## src/rtl/dualport_ram_pkg.sv

```systemverilog
// Shared types and constants for the lane-enabled dual-port RAM.
// FSM states and same-address collision policy encodings.
package dualport_ram_pkg;

  typedef enum logic {
    INIT = 1'b0,
    RUN  = 1'b1
  } state_t;

  localparam int COLL_WRITE_FIRST = 0;
  localparam int COLL_READ_FIRST  = 1;

endpackage

```

## src/rtl/dualport_ram_init_ctrl.sv

```systemverilog
// Init engine: sweeps every address once after reset or clear, then
// hands the memory over to the user ports.
module dualport_ram_init_ctrl
  import dualport_ram_pkg::*;
#(
  parameter int ADDR_WIDTH = 2
) (
  input  logic                  clk,
  input  logic                  rst_n,
  input  logic                  clear,
  output logic                  busy,
  output logic                  init_we,
  output logic [ADDR_WIDTH-1:0] init_addr
);

  state_t                state_q;
  state_t                state_n;
  logic [ADDR_WIDTH-1:0] ptr_q;
  logic [ADDR_WIDTH-1:0] ptr_n;

  always_ff @(posedge clk or negedge rst_n) begin
    if (!rst_n) begin
      state_q <= INIT;
      ptr_q   <= '0;
    end else begin
      state_q <= state_n;
      ptr_q   <= ptr_n;
    end
  end

  always_comb begin
    state_n = state_q;
    ptr_n   = ptr_q;
    case (state_q)
      INIT: begin
        if (clear) begin
          ptr_n = '0;
        end else if (&ptr_q) begin
          state_n = RUN;
          ptr_n   = '0;
        end else begin
          ptr_n = ptr_q + 1'b1;
        end
      end
      RUN: begin
        if (clear) begin
          state_n = INIT;
          ptr_n   = '0;
        end
      end
      default: begin
        state_n = INIT;
        ptr_n   = '0;
      end
    endcase
  end

  assign busy      = (state_q == INIT);
  assign init_we   = busy;
  assign init_addr = ptr_q;

endmodule

```

## src/rtl/dualport_ram_lanes.sv

```systemverilog
// Simple dual-port RAM with per-lane write enables, selectable read latency,
// configurable same-address collision policy and a self-clearing init engine.
module dualport_ram_lanes
  import dualport_ram_pkg::*;
#(
  parameter int                  ADDR_WIDTH     = 2,
  parameter int                  DATA_WIDTH     = 8,
  parameter int                  LANE_WIDTH     = 4,
  parameter int                  RD_LATENCY     = 1,
  parameter int                  COLLISION_MODE = COLL_WRITE_FIRST,
  parameter logic [DATA_WIDTH-1:0] INIT_VALUE   = '0,
  localparam int                 NUM_LANES      = DATA_WIDTH / LANE_WIDTH
) (
  input  logic                  clk,
  input  logic                  rst_n,
  input  logic                  clear,
  output logic                  busy,
  input  logic                  wr_en,
  input  logic [ADDR_WIDTH-1:0] wr_addr,
  input  logic [DATA_WIDTH-1:0] wr_data,
  input  logic [NUM_LANES-1:0]  wr_lane_en,
  input  logic                  rd_en,
  input  logic [ADDR_WIDTH-1:0] rd_addr,
  output logic [DATA_WIDTH-1:0] rd_data,
  output logic                  rd_valid
);

  localparam int DEPTH = 2 ** ADDR_WIDTH;

  if ((DATA_WIDTH % LANE_WIDTH) != 0) begin : g_bad_lane_width
    $error("dualport_ram_lanes: DATA_WIDTH must be a multiple of LANE_WIDTH");
  end
  if ((RD_LATENCY != 1) && (RD_LATENCY != 2)) begin : g_bad_rd_latency
    $error("dualport_ram_lanes: RD_LATENCY must be 1 or 2");
  end

  function automatic logic [DATA_WIDTH-1:0] lane_merge(
    input logic [DATA_WIDTH-1:0] old_word,
    input logic [DATA_WIDTH-1:0] new_word,
    input logic [NUM_LANES-1:0]  lane_en
  );
    logic [DATA_WIDTH-1:0] merged;
    merged = old_word;
    for (int i = 0; i < NUM_LANES; i++) begin
      if (lane_en[i]) merged[i*LANE_WIDTH +: LANE_WIDTH] = new_word[i*LANE_WIDTH +: LANE_WIDTH];
    end
    return merged;
  endfunction

  logic [DATA_WIDTH-1:0] mem [DEPTH];

  logic                  init_we;
  logic [ADDR_WIDTH-1:0] init_addr;
  logic                  wr_acc;
  logic                  rd_acc;
  logic [DATA_WIDTH-1:0] wr_merged;
  logic [DATA_WIDTH-1:0] rd_word_p0;

  dualport_ram_init_ctrl #(
    .ADDR_WIDTH(ADDR_WIDTH)
  ) u_init_ctrl (
    .clk      (clk),
    .rst_n    (rst_n),
    .clear    (clear),
    .busy     (busy),
    .init_we  (init_we),
    .init_addr(init_addr)
  );

  // clear wins over user requests sampled at the same edge
  assign wr_acc    = wr_en && !busy && !clear;
  assign rd_acc    = rd_en && !busy && !clear;
  assign wr_merged = lane_merge(mem[wr_addr], wr_data, wr_lane_en);

  always_comb begin
    rd_word_p0 = mem[rd_addr];
    if ((COLLISION_MODE == COLL_WRITE_FIRST) && wr_acc && (wr_addr == rd_addr)) begin
      rd_word_p0 = wr_merged;
    end
  end

  // ---- stage p0: array write port ----
  always_ff @(posedge clk) begin
    if (init_we) begin
      mem[init_addr] <= INIT_VALUE;
    end else if (wr_acc) begin
      mem[wr_addr] <= wr_merged;
    end
  end

  if (RD_LATENCY == 1) begin : g_rd_lat1
    // ---- stage p1: output register ----
    always_ff @(posedge clk or negedge rst_n) begin
      if (!rst_n) begin
        rd_data  <= '0;
        rd_valid <= 1'b0;
      end else begin
        rd_valid <= rd_acc;
        if (rd_acc) rd_data <= rd_word_p0;
      end
    end
  end else begin : g_rd_lat2
    logic [DATA_WIDTH-1:0] rd_data_p1;
    logic                  vld_p1;

    // ---- stage p1: pipeline register ----
    always_ff @(posedge clk) begin
      if (rd_acc) rd_data_p1 <= rd_word_p0;
    end

    always_ff @(posedge clk or negedge rst_n) begin
      if (!rst_n) begin
        vld_p1 <= 1'b0;
      end else begin
        vld_p1 <= rd_acc;
      end
    end

    // ---- stage p2: output register, in-flight read flushed by clear ----
    always_ff @(posedge clk or negedge rst_n) begin
      if (!rst_n) begin
        rd_data  <= '0;
        rd_valid <= 1'b0;
      end else begin
        rd_valid <= vld_p1 && !clear;
        if (vld_p1 && !clear) rd_data <= rd_data_p1;
      end
    end
  end

endmodule

```

## config.mk

```make
export PLATFORM = sky130hd
export DESIGN_NAME = dualport_ram_lanes
export DESIGN_NICKNAME = d
export VERILOG_FILES = /design/src/rtl/dualport_ram_pkg.sv /design/src/rtl/dualport_ram_init_ctrl.sv /design/src/rtl/dualport_ram_lanes.sv
export SDC_FILE = /design/constraint.sdc
export NUM_CORES = 1
export LEC_CHECK = 0
export CORE_ASPECT_RATIO = 2
export CORE_MARGIN = 8
export CORE_UTILIZATION = 40
export DETAILED_ROUTE_END_ITERATION = 7
export GPL_TIMING_DRIVEN = 0
export RECOVER_POWER = 100
export SYNTH_ARGS = -nofsm -noshare
export SYNTH_HDL_FRONTEND = slang
export SYNTH_SLANG_ARGS = --single-unit
```

## constraint.sdc

```tcl
create_clock -name clk -period 2.8 [get_ports clk]
set_clock_uncertainty 0.2 [all_clocks]
set_input_delay 0.56 -clock clk [delete_from_list [all_inputs] [get_ports clk]]
set_output_delay 0.56 -clock clk [all_outputs]
set_load 0.02 [all_outputs]
```

Word level (Yosys, flattened, before mapping)

Memories as Yosys holds them, arrays and structs flattened. A register that Yosys moved wholly into a read port is not among the register bits.
Cells that the tools add are included.
W data, S select, Z words.

Add/sub/neg operators: 1
Equal/unequal tests: 1
Mux-type cells: 17
Bitwise logic cells: 1
Reductions and logical operators: 8

Operators with widths:

| cell                  | number |
|---|---|
| $mux W1               | 8 |
| $mux W2               | 4 |
| $mux W4               | 2 |
| $mux W8               | 1 |
| $reduce_or A8 Y1      | 1 |
| $logic_and A1 B1 Y1   | 4 |
| $pmux W2 S2           | 1 |
| $add A2 B1 Y2 const B | 1 |
| $logic_not A1 Y1      | 2 |
| $ne A2 B2 Y1 const B  | 1 |
| $pmux W1 S2           | 1 |
| $reduce_and A2 Y1     | 1 |
| $not A1 Y1            | 1 |

Register bits: 4
RAM bits: 32
Bits of input ports: 19
Word-level logic and storage cells: 32
Memories kept: 1

Memories:

| memory | depth | bits a word | rd ports | clocked after Yosys merged registers in | wr ports | RTL line                 | text |
|---|---|---|---|---|---|---|---|
| mem    | 4     | 8           | 2        | 1                                       | 1        | dualport_ram_lanes.sv:50 | `logic [DATA_WIDTH-1:0] mem [DEPTH];` |

Depth between registers and ports, before layout

Depth in word-level cells: 7
Depth in mapped cells: 5
Gate-level depth less buffers: 4

Cells and area by module

A second synthesis with hierarchy kept.

Cells, all modules: 182
Area total of the unflattened synthesis: 2202.1 um2

By module, submodules not included:

| module                 | instances | cells each | area each (um2) | seq. area each (um2) |
|---|---|---|---|---|
| dualport_ram_lanes     | 1         | 169        | 2063.2          | 1186.1 |
| dualport_ram_init_ctrl | 1         | 13         | 138.9           | 75.1 |

Worst setup path before layout

OpenSTA, ideal clock, no wires.

Path type: input -> register
Start: in clear
End: mem mem[0][0] (enable)
Library setup time: 0.387 ns
Arrival: 1.612 ns
Slack: 0.601 ns
Stages on the path: 2
Path buffers: 0
Path through: nand3b_1 > o31ai_1

Longest elaborated chain between the ends: 7
Elaborated cells on any way between the ends: 8

Ends and longest elaborated chain:

| what                                                       | RTL line                 | text |
|---|---|---|
| start: declaration                                         | dualport_ram_lanes.sv:16 | `input logic clear,` |
| $logic_not A1 Y1 (*)                                       | dualport_ram_lanes.sv:71 | `assign wr_acc = wr_en && !busy && !clear;` |
| $logic_and A1 B1 Y1 (*)                                    | dualport_ram_lanes.sv:71 |  |
| $mux W1 (*)                                                | dualport_ram_lanes.sv:86 | `end else if (wr_acc) begin` |
| $mux W1 (*)                                                | dualport_ram_lanes.sv:84 | `if (init_we) begin` |
| $mux W1 (implied by the code) (*)                          | dualport_ram_lanes.sv:87 | `mem[wr_addr] <= wr_merged;` |
| $reduce_or A8 Y1 (no source line)                          | --                       |  |
| $mux W2 (no source line) / $mux W1 (equally long branches) | --                       |  |
| end: declaration                                           | dualport_ram_lanes.sv:50 |  |

Every way passes the cells marked *; elsewhere a longest branch is shown, timed or not.

Worst setup path in the final report

Start: in clear
End: reg rd_data[5] (read register of mem)

Longest elaborated chain between the ends: 2

Ends and longest elaborated chain:

| what                | RTL line                 | text |
|---|---|---|
| $logic_not A1 Y1    | dualport_ram_lanes.sv:72 | `assign rd_acc = rd_en && !busy && !clear;` |
| $logic_and A1 B1 Y1 | dualport_ram_lanes.sv:72 |  |
| named net rd_acc    | dualport_ram_lanes.sv:55 | `logic rd_acc;` |
| end: declaration    | dualport_ram_lanes.sv:24 | `output logic [DATA_WIDTH-1:0] rd_data,` |

The timed path passes the listed nets, and every way through them passes these cells.
A chain may end at the register's enable or synchronous reset.

==> impl_metrics.ini <==
[floorplanning]
dieWidth_um = 67.6
fp.dieH_um = 119
coreArea_um2 = 5140
io_pins = 29
rows = 37
die_area_um2 = 8060
initial_core_util = 0.414

[logic_synthesis]
syn_inst = 125
synth-xor-area-share = 0.00823
synth_top_area_share = 0.451
synth_compound_gate_area_share = 0.0153
synth.distinct_cells = 21
synth-simple-area-share = 0.0546
synth_top_family_by_area = multiplexers
synth_seq_area_share = 0.592
synth_nets = 145
syn_area_per_cell_um2 = 17.0
synth.area.top_cells = edfxtp_1 45%, mux4_2 15%, dfrtp_1 14%
yosys_warnings = 0
synth_mux_area_frac = 0.290
synth_top_cell_by_area = edfxtp_1
ys_ff_latch = 44
synth_adder_area_share = 0.00588
synth_area_um2 = 2130

[drt]
drt_first_pass_iters = 4
finalWirelength_um = 4880
drt_iter0_markers = 84
num_vias = 1245
drtAntennaViolNets = 0
drcViolationCount = 0
vias_per_cell = 5.74
routedWlPerCell_um = 22.5

[clocking]
postCtsSetupRepairBufs = 0
ctsResizeCount = 0
cts_buffers = 5
root_buffer = clkbuf_8
cts_tree = done
cts_max_level = 2
clk_pin_slew_ns = 0.08
cts_hold_buf = 0
cts_buffer_depth = 2
clkLatencyLatePin_ns = 0.29
clkSinkCount = 44

[power]
total_power_mw = 1.85
ir_drop_mv = 0.464
leakage_nw = 1.00
power-per-cell-area_nw_per_um2 = 732

[job]
max_cap_viol_count = 0

[sta]
relSlewSlack = 0.288
setup_violations = 0
period_minus_slack_ns = 2.67
slew_violations = 0
worstMarginPinSlew_ns = 1.07
period_share = 0.954
hold_ws_ns = 0.379
hold_violations = 0
timing.fmax_ghz = 0.374
rsz0062_at_grt = no

[layout]
nets = 178
utilization = 0.493
nFillCells = 465
drive_above_1_share = 0.195
area_delta_synth_final_pct = 18.9
diodes = 0

[critical_path]
crit_arrival_ns = 2.68
crit_path_cell_trace = clkdlybuf4s50_1, and3b_1, clkbuf_1, nand4_4, mux2i_1
cpLargestDelayFamily = buffers and inverters
critPathLaunchType = primary input
slowest_delay_ns = 0.69
critPathKind = primary input to flip-flop
required_ns = 2.81
path_max_fanout = 10
setup.worst_path.end_class = flip-flop
crit_buf_inv = 2
cp_slowest_cell = clkbuf_1

[global_route]
antenna_found_initial = 0
grt_usage = 0.129
grt_pass1_vias = 1436
grt_max_degree = 14
grt_pass1_wl_um = 7600
grt_overflow_total = 0

[placement]
gp_congestion = 0.837
dpl.hpwl_um = 3510
io_buffers = 24

[status]
status = complete, no violations

[worst_hold_path]
hp-class = flip-flop to flip-flop
path summary, 6_finish.rpt:
check	start	to	slack, ns	depth (start not counted)
worst max-delay path	clear	rd_data[5]$_DFFE_PN0P_	0.13	5
worst min-delay path	rd_data[1]$_DFFE_PN0P_	rd_data[1]$_DFFE_PN0P_	0.38	2
worst max register to register	u_init_ctrl.state_q$_DFF_PN0_	rd_data[5]$_DFFE_PN0P_	0.50	5
worst min register to register	rd_data[1]$_DFFE_PN0P_	rd_data[1]$_DFFE_PN0P_	0.38	2
max in group asynchronous	rst_n	rd_data[4]$_DFFE_PN0P_	1.41	1
min in group asynchronous	rst_n	rd_data[0]$_DFFE_PN0P_	0.55	1
Yosys cell counts:
| library cell | n |
|---|---|
| a21oi_1 | 1 |
| and3b_1 | 2 |
| buf_4 | 3 |
| buf_6 | 2 |
| clkbuf_2 | 3 |
| dfrtp_1 | 12 |
| edfxtp_1 | 32 |
| ha_1 | 1 |
| inv_1 | 3 |
| mux2i_1 | 25 |
| mux4_1 | 2 |
| mux4_2 | 14 |
| nand2_1 | 2 |
| nand3b_1 | 1 |
| nand4_4 | 1 |
| nor2_1 | 12 |
| nor3_1 | 1 |
| o22ai_1 | 2 |
| o31ai_1 | 2 |
| or3_1 | 2 |
| xnor2_1 | 2 |
per-layer routing:
layer / part of all wire / vias to the layer above / wire length (um) / track usage
li1: - / 555 / - / -
met1: 0.36 / 645 / 1760 / 0.134
met2: 0.56 / 33 / 2710 / 0.223
met3: 0.053 / 12 / 257 / 0.0329
met4: 0.030 / 0 / 145 / 0.0685
met5: 0 / - / 0 / 0
worst min-delay path, stage by stage (launching register included):
cell and delay, ns:
dfrtp_1 0.35, mux2i_1 0.07, mux2i_1 0.12
per-stage QoR:
step | cells | TNS, ns | area [um^2] | setup slack [ns]
2_1_floorplan | 125 | 0 | 2130 | 0.601
3_3_place_gp | 207 | -15.54 | 2440 | -0.864
3_5_place_dp | 209 | -2.26 | 2470 | -0.122
4_1_cts | 217 | 0 | 2550 | 0.180
5_1_grt | 217 | 0 | 2530 | 0.0438
6_report | 217 | 0 | 2530 | 0.129
cells in the final DEF, fill, tap and decap left out, types with 3 or more instances in the layout:
cell type        count
buf_4                3
clkbuf_1             3
clkbuf_2             5
clkbuf_8             5
clkdlybuf4s50_1     12
dfrtp_1             12
dlygate4sd3_1       12
edfxtp_1            32
inv_1                3
mux2i_1             25
mux4_2              14
nor2_1              12
kinds of logic (layout without fill, tap and decap cells):
logic type      Yosys count  in the layout
flops                    44             44
xor+xnor                  2              2
fa+ha+maj                 1              1
mux                      41             41
simple gates             21             21
buf+inv                  11             45
compound gates            5              5
cell type report:
class / instances / area, um^2 / share of cell area
sequential: 44 / 1260 / 0.498
multi-input combinational: 70 / 802 / 0.317
timing repair buffer: 26 / 250 / 0.0989
clock buffer: 7 / 76.3 / 0.0302
tap: 58 / 72.6 / 0.0287
buffer: 8 / 52.6 / 0.0208
inverter: 3 / 11.3 / 0.00445
clock inverter: 1 / 5.00 / 0.00198
power by group:
| part | leakage, nW | total [mW] | internal [mW] | switching, mW |
|---|---|---|---|---|
| Sequential | 0.468 | 0.949 | 0.871 | 0.0782 |
| Combinational | 0.490 | 0.528 | 0.253 | 0.275 |
| Clock | 0.0422 | 0.375 | 0.175 | 0.199 |
sequential cells by signal, indices dropped and copies added, names as in the netlist:
name,flops
mem,32
rd_data,8
rd_valid,1
u_init_ctrl.init_addr,2
u_init_ctrl.state_q,1
No activity file was read; power rests on OpenSTA's default activity.
